`config.mk`:
```
export PLATFORM = sky130hd
export DESIGN_NAME = updown_counter_ctrl_flat
export DESIGN_NICKNAME = d
export VERILOG_FILES = /design/src/rtl/updown_counter_ctrl_pkg.sv /design/src/rtl/updown_counter_ctrl_if.sv /design/src/rtl/updown_counter_ctrl_core.sv /design/src/rtl/updown_counter_ctrl.sv /design/src/flat_wrapper.sv
export SDC_FILE = /design/constraint.sdc
export NUM_CORES = 1
export LEC_CHECK = 0
export CORE_ASPECT_RATIO = 0.7
export CORE_MARGIN = 4
export CORE_UTILIZATION = 50
export CTS_CLUSTER_SIZE = 20
export DETAILED_ROUTE_END_ITERATION = 16
export PLACE_DENSITY_LB_ADDON = 0.2
export SLEW_MARGIN = 20
export SYNTH_ARGS = -nofsm -noshare
export SYNTH_HDL_FRONTEND = slang
export SYNTH_SLANG_ARGS = --single-unit
```
`constraint.sdc`:
```
create_clock -name clock -period 3.8 [get_ports clock]
set_input_delay 0.57 -clock clock [delete_from_list [all_inputs] [get_ports clock]]
set_output_delay 0.57 -clock clock [all_outputs]
set_load 0.02 [all_outputs]
```
`src/rtl/updown_counter_ctrl_pkg.sv`:
```
// updown_ctrl_pkg: shared encodings for the up/down counter sequencer.
// Rev 1.0
`default_nettype none

package updown_ctrl_pkg;

  localparam int MODE_W = 2;
  localparam int STATE_W = 2;

  typedef enum logic [MODE_W-1:0] {
    MODE_UP       = 2'b00,
    MODE_DOWN     = 2'b01,
    MODE_PINGPONG = 2'b10,
    MODE_ILLEGAL  = 2'b11
  } mode_e;

  typedef enum logic [STATE_W-1:0] {
    ST_IDLE = 2'd0,
    ST_RUN  = 2'd1,
    ST_DONE = 2'd2
  } state_e;

endpackage

`default_nettype wire

```
`src/rtl/updown_counter_ctrl_if.sv`:
```
// updown_counter_ctrl_if: job command channel (valid/ready plus job fields).
// Rev 1.0
`default_nettype none

interface updown_counter_ctrl_if #(
  parameter int WIDTH  = 3,
  parameter int PASS_W = 4
);
  logic              cmd_valid;
  logic              cmd_ready;
  logic [1:0]        cmd_mode;
  logic [WIDTH-1:0]  cmd_lo;
  logic [WIDTH-1:0]  cmd_hi;
  logic [PASS_W-1:0] cmd_passes;

  modport master (
    output cmd_valid, cmd_mode, cmd_lo, cmd_hi, cmd_passes,
    input  cmd_ready
  );

  modport slave (
    input  cmd_valid, cmd_mode, cmd_lo, cmd_hi, cmd_passes,
    output cmd_ready
  );
endinterface

`default_nettype wire

```
`src/rtl/updown_counter_ctrl_core.sv`:
```
// counter_nbit_ud_core: WIDTH-bit loadable up/down counter register.
// Rev 1.0
`default_nettype none

module counter_nbit_ud_core #(
  parameter int WIDTH = 3
) (
  input  logic             clock,
  input  logic             resetn,
  input  logic             i_load,
  input  logic [WIDTH-1:0] i_load_val,
  input  logic             i_en,
  input  logic             i_up,
  output logic [WIDTH-1:0] o_q
);

  logic [WIDTH-1:0] r_q;

  always_ff @(posedge clock or negedge resetn) begin
    if (!resetn) begin
      r_q <= '0;
    end else if (i_load) begin
      r_q <= i_load_val;
    end else if (i_en) begin
      r_q <= i_up ? r_q + 1'b1 : r_q - 1'b1;
    end
  end

  assign o_q = r_q;

endmodule

`default_nettype wire

```
`src/rtl/updown_counter_ctrl.sv`:
```
// updown_counter_ctrl: accepts counting jobs and sequences the counter core.
// Rev 1.0
`default_nettype none

module updown_counter_ctrl
  import updown_ctrl_pkg::*;
#(
  parameter int WIDTH  = 3,
  parameter int PASS_W = 4
) (
  input  logic                      clock,
  input  logic                      resetn,
  updown_counter_ctrl_if.slave      cmd,
  input  logic                      pause,
  input  logic                      abort,
  output logic [WIDTH-1:0]          Q,
  output logic                      dir_up,
  output logic                      busy,
  output logic                      done,
  output logic                      err
);

  state_e            r_state, w_state_nxt;
  logic              r_dir, w_dir_nxt;
  logic [PASS_W-1:0] r_rem, w_rem_nxt;
  logic [WIDTH-1:0]  r_lo, w_lo_nxt;
  logic [WIDTH-1:0]  r_hi, w_hi_nxt;
  logic              r_err, w_err_nxt;

  logic              w_load;
  logic [WIDTH-1:0]  w_load_val;
  logic              w_en;
  logic              w_up;
  logic [WIDTH-1:0]  w_q;
  logic              w_at_end;
  logic              w_illegal;
  mode_e             w_mode;

  counter_nbit_ud_core #(.WIDTH(WIDTH)) u_core (
    .clock      (clock),
    .resetn     (resetn),
    .i_load     (w_load),
    .i_load_val (w_load_val),
    .i_en       (w_en),
    .i_up       (w_up),
    .o_q        (w_q)
  );

  assign w_mode    = mode_e'(cmd.cmd_mode);
  assign w_illegal = (w_mode == MODE_ILLEGAL) || (cmd.cmd_lo > cmd.cmd_hi) ||
                     ((w_mode == MODE_PINGPONG) && (cmd.cmd_passes == '0));
  // Endpoint is checked before any step so the counter can never wrap.
  assign w_at_end  = r_dir ? (w_q == r_hi) : (w_q == r_lo);

  always_ff @(posedge clock or negedge resetn) begin
    if (!resetn) begin
      r_state <= ST_IDLE;
      r_dir   <= 1'b1;
      r_rem   <= '0;
      r_lo    <= '0;
      r_hi    <= '0;
      r_err   <= 1'b0;
    end else begin
      r_state <= w_state_nxt;
      r_dir   <= w_dir_nxt;
      r_rem   <= w_rem_nxt;
      r_lo    <= w_lo_nxt;
      r_hi    <= w_hi_nxt;
      r_err   <= w_err_nxt;
    end
  end

  always_comb begin
    w_state_nxt = r_state;
    w_dir_nxt   = r_dir;
    w_rem_nxt   = r_rem;
    w_lo_nxt    = r_lo;
    w_hi_nxt    = r_hi;
    w_err_nxt   = 1'b0;
    w_load      = 1'b0;
    w_load_val  = w_q;
    w_en        = 1'b0;
    w_up        = r_dir;

    case (r_state)
      ST_IDLE: begin
        if (cmd.cmd_valid) begin
          if (w_illegal) begin
            w_err_nxt = 1'b1;
          end else begin
            w_state_nxt = ST_RUN;
            w_lo_nxt    = cmd.cmd_lo;
            w_hi_nxt    = cmd.cmd_hi;
            w_load      = 1'b1;
            if (w_mode == MODE_DOWN) begin
              w_load_val = cmd.cmd_hi;
              w_dir_nxt  = 1'b0;
              w_rem_nxt  = PASS_W'(1);
            end else begin
              w_load_val = cmd.cmd_lo;
              w_dir_nxt  = 1'b1;
              w_rem_nxt  = (w_mode == MODE_PINGPONG) ? cmd.cmd_passes : PASS_W'(1);
            end
          end
        end
      end
      ST_RUN: begin
        if (abort) begin
          w_state_nxt = ST_IDLE;
        end else if (!pause) begin
          if (w_at_end) begin
            if (r_rem == PASS_W'(1)) begin
              w_state_nxt = ST_DONE;
            end else begin
              w_rem_nxt = r_rem - 1'b1;
              w_dir_nxt = ~r_dir;
              // A degenerate range turns around in place without moving.
              w_en      = (r_lo != r_hi);
              w_up      = ~r_dir;
            end
          end else begin
            w_en = 1'b1;
          end
        end
      end
      ST_DONE: begin
        w_state_nxt = ST_IDLE;
      end
      default: begin
        w_state_nxt = ST_IDLE;
      end
    endcase
  end

  assign cmd.cmd_ready = (r_state == ST_IDLE);
  assign busy          = (r_state == ST_RUN) || (r_state == ST_DONE);
  assign done          = (r_state == ST_DONE);
  assign err           = r_err;
  assign Q             = w_q;
  assign dir_up        = r_dir;

endmodule

`default_nettype wire

```
`src/flat_wrapper.sv`:
```
// flat-port wrapper written by rule: the top's interface ports become plain ports
module updown_counter_ctrl_flat import updown_ctrl_pkg::*;
#(
  parameter int WIDTH  = 3,
  parameter int PASS_W = 4
)
  (clock, resetn, pause, abort, Q, dir_up, busy, done, err, cmd_cmd_valid, cmd_cmd_mode, cmd_cmd_lo, cmd_cmd_hi, cmd_cmd_passes, cmd_cmd_ready);
  updown_counter_ctrl_if #(.WIDTH(WIDTH), .PASS_W(PASS_W)) cmd_i ();
  input  logic clock;
  input  logic resetn;
  input  logic pause;
  input  logic abort;
  output logic [WIDTH-1:0] Q;
  output logic dir_up;
  output logic busy;
  output logic done;
  output logic err;
  input wire logic [$bits(cmd_i.cmd_valid)-1:0] cmd_cmd_valid;
  input wire logic [$bits(cmd_i.cmd_mode)-1:0] cmd_cmd_mode;
  input wire logic [$bits(cmd_i.cmd_lo)-1:0] cmd_cmd_lo;
  input wire logic [$bits(cmd_i.cmd_hi)-1:0] cmd_cmd_hi;
  input wire logic [$bits(cmd_i.cmd_passes)-1:0] cmd_cmd_passes;
  output wire logic [$bits(cmd_i.cmd_ready)-1:0] cmd_cmd_ready;
  assign cmd_i.cmd_valid = cmd_cmd_valid;
  assign cmd_i.cmd_mode = cmd_cmd_mode;
  assign cmd_i.cmd_lo = cmd_cmd_lo;
  assign cmd_i.cmd_hi = cmd_cmd_hi;
  assign cmd_i.cmd_passes = cmd_cmd_passes;
  assign cmd_cmd_ready = cmd_i.cmd_ready;
  updown_counter_ctrl #(.WIDTH(WIDTH), .PASS_W(PASS_W)) u_core (.clock(clock), .resetn(resetn), .cmd(cmd_i), .pause(pause), .abort(abort), .Q(Q), .dir_up(dir_up), .busy(busy), .done(done), .err(err));
endmodule
```
Word-level counts from Yosys, hierarchy flattened --
Cells that the tools add are included.
Cells by class: $add $sub $neg 3, order comparisons 1, equal/unequal tests 21, multiplexer cells 44, bitwise logic cells 2, reduce and logical (&&, ||, !) cells 13
Operators by type and width (number):
- two-way mux 4 bit | 8
- two-way mux 3 bit | 7
- two-way mux 1 bit | 20
- != test 2 bit, second input constant | 8
- two-way mux 2 bit | 6
- one-hot mux 4 bit (2 select lines) | 1
- AND reduction 7 bit | 1
- == test 2 bit, second input constant | 3
- == test 3 bit | 2
- != test 3 x 2 -> 1 bit, second input constant | 2
- AND reduction 3 bit | 2
- AND reduction 5 bit | 1
- == test 2 x 1 -> 1 bit, second input constant | 2
- == test 4 x 1 -> 1 bit, second input constant | 1
- logical NOT 4 bit | 1
- one-hot mux 2 bit (2 select lines) | 1
- AND reduction 4 bit | 1
- nonzero test 2 bit | 2
- subtractor 4 x 1 -> 4 bit, second input constant | 1
- adder 3 x 1 -> 3 bit, second input constant | 1
- > comparator 3 bit | 1
- logical OR 1 bit | 3
- != test 3 bit | 1
- != test 3 bit, second input constant | 1
- 6 further kinds | 7
Word-level totals: flip-flop bits (word level) 17, input bits 17, output and inout bits 8, word-level logic and storage cells 91

Logic depth before layout (Yosys ltp) --
Gate-level depths: netlist of the first run.
depth in word-level cells 9, depth in mapped cells 10, mapped depth without buffers 10

Hierarchy --
Synthesis of the first run repeated with hierarchy kept, for this count alone.
Unflattened totals: cell total of the unflattened synthesis 139, area, all modules 1277.5 µm²
By module, submodules not included:
- updown_counter_ctrl | times used 1, cells each 122, area an instance 1099.8 µm², sequential area each 351.6 µm²
- counter_nbit_ud_core | times used 1, cells each 17, area an instance 177.7 µm², sequential area each 75.1 µm²

Worst setup path before layout of the first run --
Ideal clock, no wire load.
path type register to register, start point register u_core.r_dir (netlist: u_core.dir_up), end point register u_core.u_core.r_q[2] (netlist: u_core.u_core.o_q[2]), setup time 0.082 ns, arrival 2.832 ns, data required time 3.718 ns, path slack 0.886 ns, stages on the path, launching flop included 10, path buffers 1, clock period less this slack 2.914 ns, cell sequence dfstp_2 > buf_6 > mux2i_1 > xnor2_1 > nor4_1 > xor2_1 > fa_1 > xnor3_1 > or3_1 > a31oi_1
On the way: cells in the longest elaborated chain, start to end 9, elaborated cells on any way between the ends 16, classes of those cells 13 x mux; 1 x bitwise; 2 x reduce/logical
Ends and longest elaborated chain:
- start: declaration | RTL line updown_counter_ctrl.sv:24 | logic r_dir, w_dir_nxt;
- start signal: assignment | RTL line updown_counter_ctrl.sv:65 | r_dir <= w_dir_nxt;
- NOT 1 bit | RTL line updown_counter_ctrl.sv:119 | w_up = ~r_dir;
- two-way mux 1 bit | RTL line updown_counter_ctrl.sv:112 | if (r_rem == PASS_W'(1)) begin
- two-way mux 1 bit | RTL line updown_counter_ctrl.sv:111 | if (w_at_end) begin
- two-way mux 1 bit
- two-way mux 1 bit | RTL line updown_counter_ctrl.sv:108 | if (abort) begin
- two-way mux 1 bit | RTL line updown_counter_ctrl.sv:85 | case (r_state)
- two-way mux 3 bit | RTL line updown_counter_ctrl_core.sv:25 | r_q <= i_up ? r_q + 1'b1 : r_q - 1'b1;
- two-way mux 3 bit | RTL line updown_counter_ctrl_core.sv:24 | end else if (i_en) begin
- two-way mux 3 bit | RTL line updown_counter_ctrl_core.sv:22 | end else if (i_load) begin
- end signal: assignment | RTL line updown_counter_ctrl_core.sv:23 | r_q <= i_load_val;
- end signal: assignment | RTL line updown_counter_ctrl_core.sv:25
- end: declaration | RTL line updown_counter_ctrl_core.sv:17 | logic [WIDTH-1:0] r_q;
Parallel ways exist; a longest one is shown, timed or not. The select of a mux whose other input is x is not followed. A chain may end at the register's enable or synchronous reset.

Final worst setup path of the first run --
start point register u_core.r_state[1], end point register u_core.u_core.r_q[2] (netlist: u_core.u_core.o_q[2])
On the way: cells in the longest elaborated chain, start to end 5, elaborated cells on any way between the ends 13, classes of those cells 4 x eq/ne; 6 x mux; 3 x reduce/logical
Ends and longest elaborated chain:
- start: declaration | RTL line updown_counter_ctrl.sv:23 | state_e r_state, w_state_nxt;
- start signal: assignment | RTL line updown_counter_ctrl.sv:64 | r_state <= w_state_nxt;
- == test 2 x 1 -> 1 bit | RTL line updown_counter_ctrl.sv:85
- two-way mux 1 bit | RTL line updown_counter_ctrl.sv:85
- two-way mux 3 bit | RTL line updown_counter_ctrl_core.sv:25
- two-way mux 3 bit | RTL line updown_counter_ctrl_core.sv:24
- two-way mux 3 bit | RTL line updown_counter_ctrl_core.sv:22
Parallel ways exist; a longest one is shown, timed or not. The select of a mux whose other input is x is not followed.

==> metrics, run 1 <==
status completed; P&R area growth vs syn 23.7%; total core area around 0.0022 mm2; Max IR drop VDD between 200 and 300 uV; Final Instance Count excl. Fillers 183; die span in y ~50 um; Congestion Overflow GR 0; chip width 67.3 um; type of the tightest min-delay check flop to flop; clk_skew 0.00788 ns; initial detailed-routing violation count 51; # clock sinks 17; Static Leakage between 0.6 and 0.7 nW; synth unique cells 39; Via-to-Cell Ratio 5.56; worst setup margin 0.568 ns; Max-slew headroom 0.476; setup_tns 0 ns; share of the cycle needed by the critical path after routing 0.850; vias after detailed routing 1017; Setup crit end kind flop; Cell Pwr Density 732 mW/mm2; Final setup viols 0; Post-synth EDFFs 0; final routed wire length divided by cell count around 14 um; maximum number of pins on one net before global-route repair 20; number of standard cells after synthesis around 130; final antenna-violating net count 0; clock tree from TritonCTS done; number of buffers added to fix hold violations after cts 0; Clock Pin Slew Worst Setup and Hold Paths roughly 0.1 ns; Mean Syn Cell Area ~10 um2; unrepaired setup endpoints after global routing false; maximum net fanout on the critical path 11; arrival time of the worst setup path approximately 3.5 ns; antenna cell count 0; fraction of the mapped netlist area in simple logic gates 0.162; startpoint-to-endpoint class of the critical path flop to flop; Starting Density 0.549; total iterations of the first detailed-routing run 4; placed inst area between 0.001 and 0.0015 mm2; CTS H-tree depth 1; total length of routed wires ~2.6 mm; Post-Synth Adder-Cell Area 0.0976; Total GRT Usage 0.175; yosys warns 0; count of filler cells inserted in the layout 200; Required @ worst endpoint ~4.0 ns; dominant combinational cell family by area after synthesis simple AND/OR/NAND/NOR gates; vias in the first global route 960; post-synth net total ~150; share of the synthesized area in compound gates (AO/OA/AOI/OAI) 0.161; fmax just over 300 MHz; Port-buffer cells 24; count of final max-slew check failures 0; drc violations 0; half-perimeter wire length after detailed placement approximately 2.1 mm; Hold Violations, Final 0; Worst Setup Start Kind flop; standard-cell rows 14; final net count roughly 180; post-layout min period 3.23 ns; number of CTS-inserted buffers 3; proportion of synthesized chip area in sequential cells 0.347; final weighted congestion in routability-driven placement between 0.8 and 0.9; initial antenna violation count 0; Skew-Pair Late Insertion Delay approximately 0.29 ns; Worst-Margin Slew 0.784 ns; Seq cells post-synth 17; Post-Layout Inst Area 0.00152 mm2; ys flop type sky130_fd_sc_hd__dfrtp_1; multiplexer share of the synthesized area 0.104; post-placement setup slack 0.430 ns; async set or reset register ratio after synthesis 1.00; share of cells above drive strength 1 0.0993; Clock Path Buffers 2; die outline area around 0.0033 mm2; number of cells after detailed placement approximately 180; Netlist Area Pre-Place 0.00123 mm2; post-cts gate resize count 0; global-route wire length before repair about 4.5 mm; post-synthesis xor/xnor area fraction 0.0752; MaxCap Viol Count 0; IO Pins 25; number of setup buffers added after CTS 0; Power, Total ~0.0011 W; clock tree root buffer cell sky130_fd_sc_hd__clkbuf_4
-- placed cells by master (no fill, tap or decap), types with 2 or more instances in the layout --
cell type and count:
sky130_fd_sc_hd__nor3b_1 3, sky130_fd_sc_hd__or3_1 2, sky130_fd_sc_hd__nor2_1 4, sky130_fd_sc_hd__o21a_1 2, sky130_fd_sc_hd__nand3_1 3, sky130_fd_sc_hd__nand2_1 6, sky130_fd_sc_hd__clkdlybuf4s50_1 24, sky130_fd_sc_hd__clkbuf_4 3
sky130_fd_sc_hd__mux2_2 6, sky130_fd_sc_hd__a31oi_1 4, sky130_fd_sc_hd__inv_1 12, sky130_fd_sc_hd__dfrtp_1 16, sky130_fd_sc_hd__nand2b_1 3, sky130_fd_sc_hd__ha_1 8, sky130_fd_sc_hd__nor4_1 3, sky130_fd_sc_hd__mux2i_1 6
sky130_fd_sc_hd__xnor2_1 7, sky130_fd_sc_hd__o21ai_0 16
-- registers in the layout (all words and copies together) (netlist names) --
| name | flops |
|---|---|
| u_core.u_core.o_q | 3 |
| u_core.err | 1 |
| u_core.r_hi | 3 |
| u_core.r_state | 2 |
| u_core.dir_up | 1 |
| u_core.r_lo | 3 |
| u_core.r_rem | 4 |
-- layer usage --
layer | global-route usage | vias up | part of all wire
met3 | 0.0614 | 2 | 0.073
met5 | 0 | - | 0
met2 | 0.263 | 32 | 0.45
met4 | 0.0337 | 0 | 0.0049
met1 | 0.244 | 479 | 0.47
li1 | - | 504 | -
-- area by class of cell --
class,instances,area (um2),share of cell area
multi-input combinational,93,737,0.484
sequential,17,427,0.280
timing repair buffer,25,248,0.163
inverter,12,45.0,0.0296
tap,32,40.0,0.0263
clock buffer,4,26.3,0.0173
-- synth_stat cells, drive strengths merged (2+ instances only) --
cell type	instances	area, um2
dfrtp	16	400
o21ai	16	80.1
inv	12	45.0
ha	8	100
xnor2	7	61.3
mux2	6	67.6
mux2i	6	60.1
nand2	6	22.5
a31oi	4	25.0
nor2	4	15.0
clkbuf	3	11.3
nand2b	3	18.8
nand3	3	15.0
nor3b	3	22.5
nor4	3	18.8
or3	3	23.8
o21a	2	15.0
-- power by group --
part	switching [W]	internal, W
Clock	0.0000573	0.0000408
Sequential	0.0000851	0.000267
Combinational	0.000329	0.000336
-- final timing paths --
check                                              startpoint                                to  slack [ns]  depth (start not counted)
worst max-delay path            u_core.r_state[1]$_DFFE_PN0P_  u_core.u_core.o_q[2]$_DFFE_PN0P_        0.57                         10
worst min-delay path               u_core.r_hi[2]$_DFFE_PN0P_        u_core.r_hi[2]$_DFFE_PN0P_        0.54                          2
worst max register to register  u_core.r_state[1]$_DFFE_PN0P_  u_core.u_core.o_q[2]$_DFFE_PN0P_        0.57                         10
worst min register to register     u_core.r_hi[2]$_DFFE_PN0P_        u_core.r_hi[2]$_DFFE_PN0P_        0.54                          2
max in group asynchronous                              resetn        u_core.r_hi[2]$_DFFE_PN0P_        2.58                          1
min in group asynchronous                              resetn        u_core.r_hi[0]$_DFFE_PN0P_        0.73                          1
-- through the flow --
stage	hold WS [ns]	utilization
floorplan	0.274	-
global placement	0.508	0.667
detailed placement	0.523	0.667
CTS	0.545	0.679
global route	0.581	0.679
finish	0.540	0.679
-- critical path, cell delays in order (launching register included) --
cell and delay (ns):
sky130_fd_sc_hd__dfrtp_1 0.39, sky130_fd_sc_hd__inv_1 0.10, sky130_fd_sc_hd__ha_1 0.40, sky130_fd_sc_hd__nor3b_1 0.29, sky130_fd_sc_hd__nand2_1 0.09, sky130_fd_sc_hd__nor4_1 0.47
sky130_fd_sc_hd__xor2_1 0.17, sky130_fd_sc_hd__fa_1 0.42, sky130_fd_sc_hd__xnor3_1 0.35, sky130_fd_sc_hd__or3_1 0.31, sky130_fd_sc_hd__a31oi_1 0.17
-- logic make-up (layout without fill, tap and decap cells) --
logic type / Yosys count / count (layout)
AND/OR/NAND/NOR: 33 / 33
XOR/XNOR: 9 / 9
flip-flops: 17 / 17
adder cells (fa/ha/maj): 9 / 9
AO/OA/AOI/OAI: 30 / 30
buffers and inverters: 16 / 41
multiplexers: 12 / 12
(Power assumes the default switching activity.)
==> run 2: changes to the inputs <==
--- a/config.mk
+++ b/config.mk
@@ -11,6 +11,7 @@
 export CTS_CLUSTER_SIZE = 20
 export DETAILED_ROUTE_END_ITERATION = 16
 export PLACE_DENSITY_LB_ADDON = 0.2
+export SKIP_CTS_REPAIR_TIMING = 1
 export SLEW_MARGIN = 20
 export SYNTH_ARGS = -nofsm -noshare
 export SYNTH_HDL_FRONTEND = slang
==> constraint.sdc (replaced) <==
create_clock -name clock -period 3.1 [get_ports clock]
set_input_delay 0.465 -clock clock [delete_from_list [all_inputs] [get_ports clock]]
set_output_delay 0.465 -clock clock [all_outputs]
set_load 0.02 [all_outputs]
==> run 2 against run 1 <==
Sequential share of layout area fell by 0.27 points; global-route usage increased by 1.2 points; design area rose by 0.99%; via count increased by 0.79%; non-clock buffer count up 2; total power is 24% higher; fmax grew 11%; setup slack got worse by 0.37 ns; highest routed layer unchanged; register-to-register slack got worse by 0.37 ns; clock-buffer cell count is the same; combinational power increased by 24%; flip-flop and latch count is the same.
==> metrics, run 2 (synthesized netlist as in run 1, its figures left out) <==
placed inst area 0.00151 mm2 (was 0.00150 mm2); die outline area 0.00333 mm2 (unchanged); Static Leakage 0.671 nW (was 0.661 nW); drc violations 0 (unchanged); total iterations of the first detailed-routing run 4 (unchanged); half-perimeter wire length after detailed placement 2.19 mm (was 2.09 mm); combinational power share 0.597 (was 0.596); Cell Pwr Density 897 mW/mm2 (was 732 mW/mm2); number of CTS-inserted buffers 3 (unchanged); Skew-Pair Late Insertion Delay 0.30 ns (was 0.29 ns); Port-buffer cells 24 (unchanged); portion of total power attributed to sequential cells 0.312 (was 0.316); Post-Layout Inst Area 0.00154 mm2 (was 0.00152 mm2); vias after detailed routing 1025 (was 1017); Final setup viols 0 (unchanged); fmax 344 MHz (was 309 MHz); P&R area growth vs syn 24.9% (was 23.7%); switching part of the total power 0.424 (was 0.423); post-placement setup slack 0.0394 ns (was 0.430 ns); clock tree from TritonCTS done (unchanged); final routed wire length divided by cell count 14.9 um (was 14.4 um); standard-cell rows 14 (unchanged); antenna cell count 0 (unchanged); flip-flop count of the largest register after layout 4 (unchanged); net load switching power 0.000585 W (was 0.000471 W); count of final max-slew check failures 0 (unchanged); total length of routed wires 2.75 mm (was 2.64 mm); unrepaired setup endpoints after global routing false (unchanged); Starting Density 0.549 (unchanged); Max IR drop VDD 345 uV (was 263 uV); chip width 67.3 um (unchanged); Reg with most FFs u_core.r_rem (unchanged); final net count 180 (was 178); startpoint-to-endpoint class of the critical path flop to flop (unchanged); post-layout min period 2.91 ns (was 3.23 ns); Max-slew headroom 0.472 (was 0.476); initial antenna violation count 0 (unchanged); Final Hold Slack 0.546 ns (was 0.540 ns); CP cell instances mux2i_1 > xnor2_1 > nor4_1 > xor2_1 > fa_1 > xnor3_1 > or3_1 > a31oi_1 (was inv_1 > ha_1 > nor3b_1 > nand2_1 > nor4_1 > xor2_1 > fa_1 > xnor3_1 > or3_1 > a31oi_1); MaxCap Viol Count 0 (unchanged); final weighted congestion in routability-driven placement 0.858 (was 0.841); status completed (unchanged); arrival time of the worst setup path 3.14 ns (was 3.45 ns); Setup crit end kind flop (unchanged); most common cell after layout, fill and taps aside sky130_fd_sc_hd__clkdlybuf4s50_1 (unchanged); Worst-Margin Slew 0.789 ns (was 0.784 ns); Required @ worst endpoint 3.33 ns (was 4.02 ns); Clock Pin Slew Worst Setup and Hold Paths 0.11 ns (was 0.10 ns); share of the cycle needed by the critical path after routing 0.937 (was 0.850); worst-path cell with the longest stage delay sky130_fd_sc_hd__dfstp_2 (was sky130_fd_sc_hd__nor4_1); vias in the first global route 994 (was 960); global-route wire length before repair 4.68 mm (was 4.48 mm); worst stage delay on the critical path 0.66 ns (was 0.47 ns); IO Pins 25 (unchanged); Hold Violations, Final 0 (unchanged); maximum net fanout on the critical path 9 (was 11); proportion of power drawn by the clock network 0.091 (was 0.088); maximum number of pins on one net before global-route repair 20 (unchanged); Worst Setup Start Kind flop (unchanged); Congestion Overflow GR 0 (unchanged); setup_tns 0 ns (unchanged); die span in y 49.5 um (unchanged); final antenna-violating net count 0 (unchanged); clock tree root buffer cell sky130_fd_sc_hd__clkbuf_4 (unchanged); commonest non-fill, non-tap cells in the layout sky130_fd_sc_hd__clkdlybuf4s50_1, sky130_fd_sc_hd__o21ai_0, sky130_fd_sc_hd__dfrtp_1 (unchanged); # clock sinks 17 (unchanged); total core area 0.00224 mm2 (unchanged); type of the tightest min-delay check flop to flop (unchanged); internal power contribution 0.000795 W (was 0.000644 W); share of cells above drive strength 1 0.111 (was 0.0993); worst setup margin 0.195 ns (was 0.568 ns); Via-to-Cell Ratio 5.54 (was 5.56); clk_skew 0.0103 ns (was 0.00788 ns); Clock Path Buffers 2 (unchanged); CTS H-tree depth 1 (unchanged); initial detailed-routing violation count 71 (was 51); Total GRT Usage 0.188 (was 0.175)
-- run 2: cell types whose count changed in the layout (fill, tap and decap cells not counted) --
| cell | before | now |
|---|---|---|
| sky130_fd_sc_hd__buf_4 | 1 | 3 |
-- run 2: per-layer routing --
metal	global-route usage	part of all wire	up-vias	wire length, um
met1	0.246	0.48	483	1330
met3	0.0636	0.049	4	136
li1	-	-	513	-
met5	0	0	-	0
met2	0.299	0.46	25	1260
met4	0.0404	0.012	0	33
-- run 2: power by group through the flow --
stage | Clock (W) | Sequential [W] | Combinational, W
4_1_cts | 0.000127 | 0.000430 | 0.000828
5_1_grt | 0.000139 | 0.000448 | 0.000907
3_5_place_dp | 0 | 0.000436 | 0.000826
2_1_floorplan | 0 | 0.000435 | 0.000566
6_report | 0.000125 | 0.000430 | 0.000824
3_3_place_gp | 0 | 0.000430 | 0.000799
-- run 2: final timing paths --
| check | from | end | slack, ns | cells after the start |
|---|---|---|---|---|
| worst min-delay path | u_core.r_rem[1]$_DFFE_PN0P_ | u_core.r_rem[1]$_DFFE_PN0P_ | 0.55 | 1 |
| worst max register to register | u_core.dir_up$_DFFE_PN1P_ | u_core.u_core.o_q[2]$_DFFE_PN0P_ | 0.19 | 8 |
| min in group asynchronous | resetn | u_core.r_rem[3]$_DFFE_PN0P_ | 0.61 | 1 |
| worst min register to register | u_core.r_rem[1]$_DFFE_PN0P_ | u_core.r_rem[1]$_DFFE_PN0P_ | 0.55 | 1 |
| max in group asynchronous | resetn | u_core.r_hi[2]$_DFFE_PN0P_ | 1.99 | 1 |
| worst max-delay path | u_core.dir_up$_DFFE_PN1P_ | u_core.u_core.o_q[2]$_DFFE_PN0P_ | 0.19 | 8 |
-- run 2: per-stage QoR --
step	util	instances	power, W
floorplan	-	126	0.00100
global placement	0.674	181	0.00123
detailed placement	0.674	181	0.00126
CTS	0.686	185	0.00139
global route	0.686	185	0.00149
finish	0.686	185	0.00138
-- run 2: final cells by class --
cell class	instances	area (um2)
Clock buffer	4	26.3
Fill cell	205	704
Inverter	12	45.0
Multi-Input combinational cell	93	737
Sequential cell	17	427
Tap cell	32	40.0
Timing Repair Buffer	27	263
-- run 2: critical path, delay by kind of cell (launching register included) --
kind / cells / cell delay [ns]
and+or+nand+nor: 2 / 0.74
DFF: 1 / 0.66
xor gates and xnor gates: 3 / 0.59
adders and majority gates: 1 / 0.41
muxes: 1 / 0.25
AOI/OAI and AO/OA: 1 / 0.17
==> run 3: changes to the inputs <==
--- a/config.mk
+++ b/config.mk
@@ -5,11 +5,13 @@
 export SDC_FILE = /design/constraint.sdc
 export NUM_CORES = 1
 export LEC_CHECK = 0
+export ABC_CLOCK_PERIOD_IN_PS = 3100
 export CORE_ASPECT_RATIO = 0.7
 export CORE_MARGIN = 4
 export CORE_UTILIZATION = 50
 export CTS_CLUSTER_SIZE = 20
 export DETAILED_ROUTE_END_ITERATION = 16
+export GPL_ROUTABILITY_DRIVEN = 0
 export PLACE_DENSITY_LB_ADDON = 0.2
 export SKIP_CTS_REPAIR_TIMING = 1
 export SLEW_MARGIN = 20
==> results of run 3 <==
No change in the layout: final DEF, timing and power equal those of run 2.
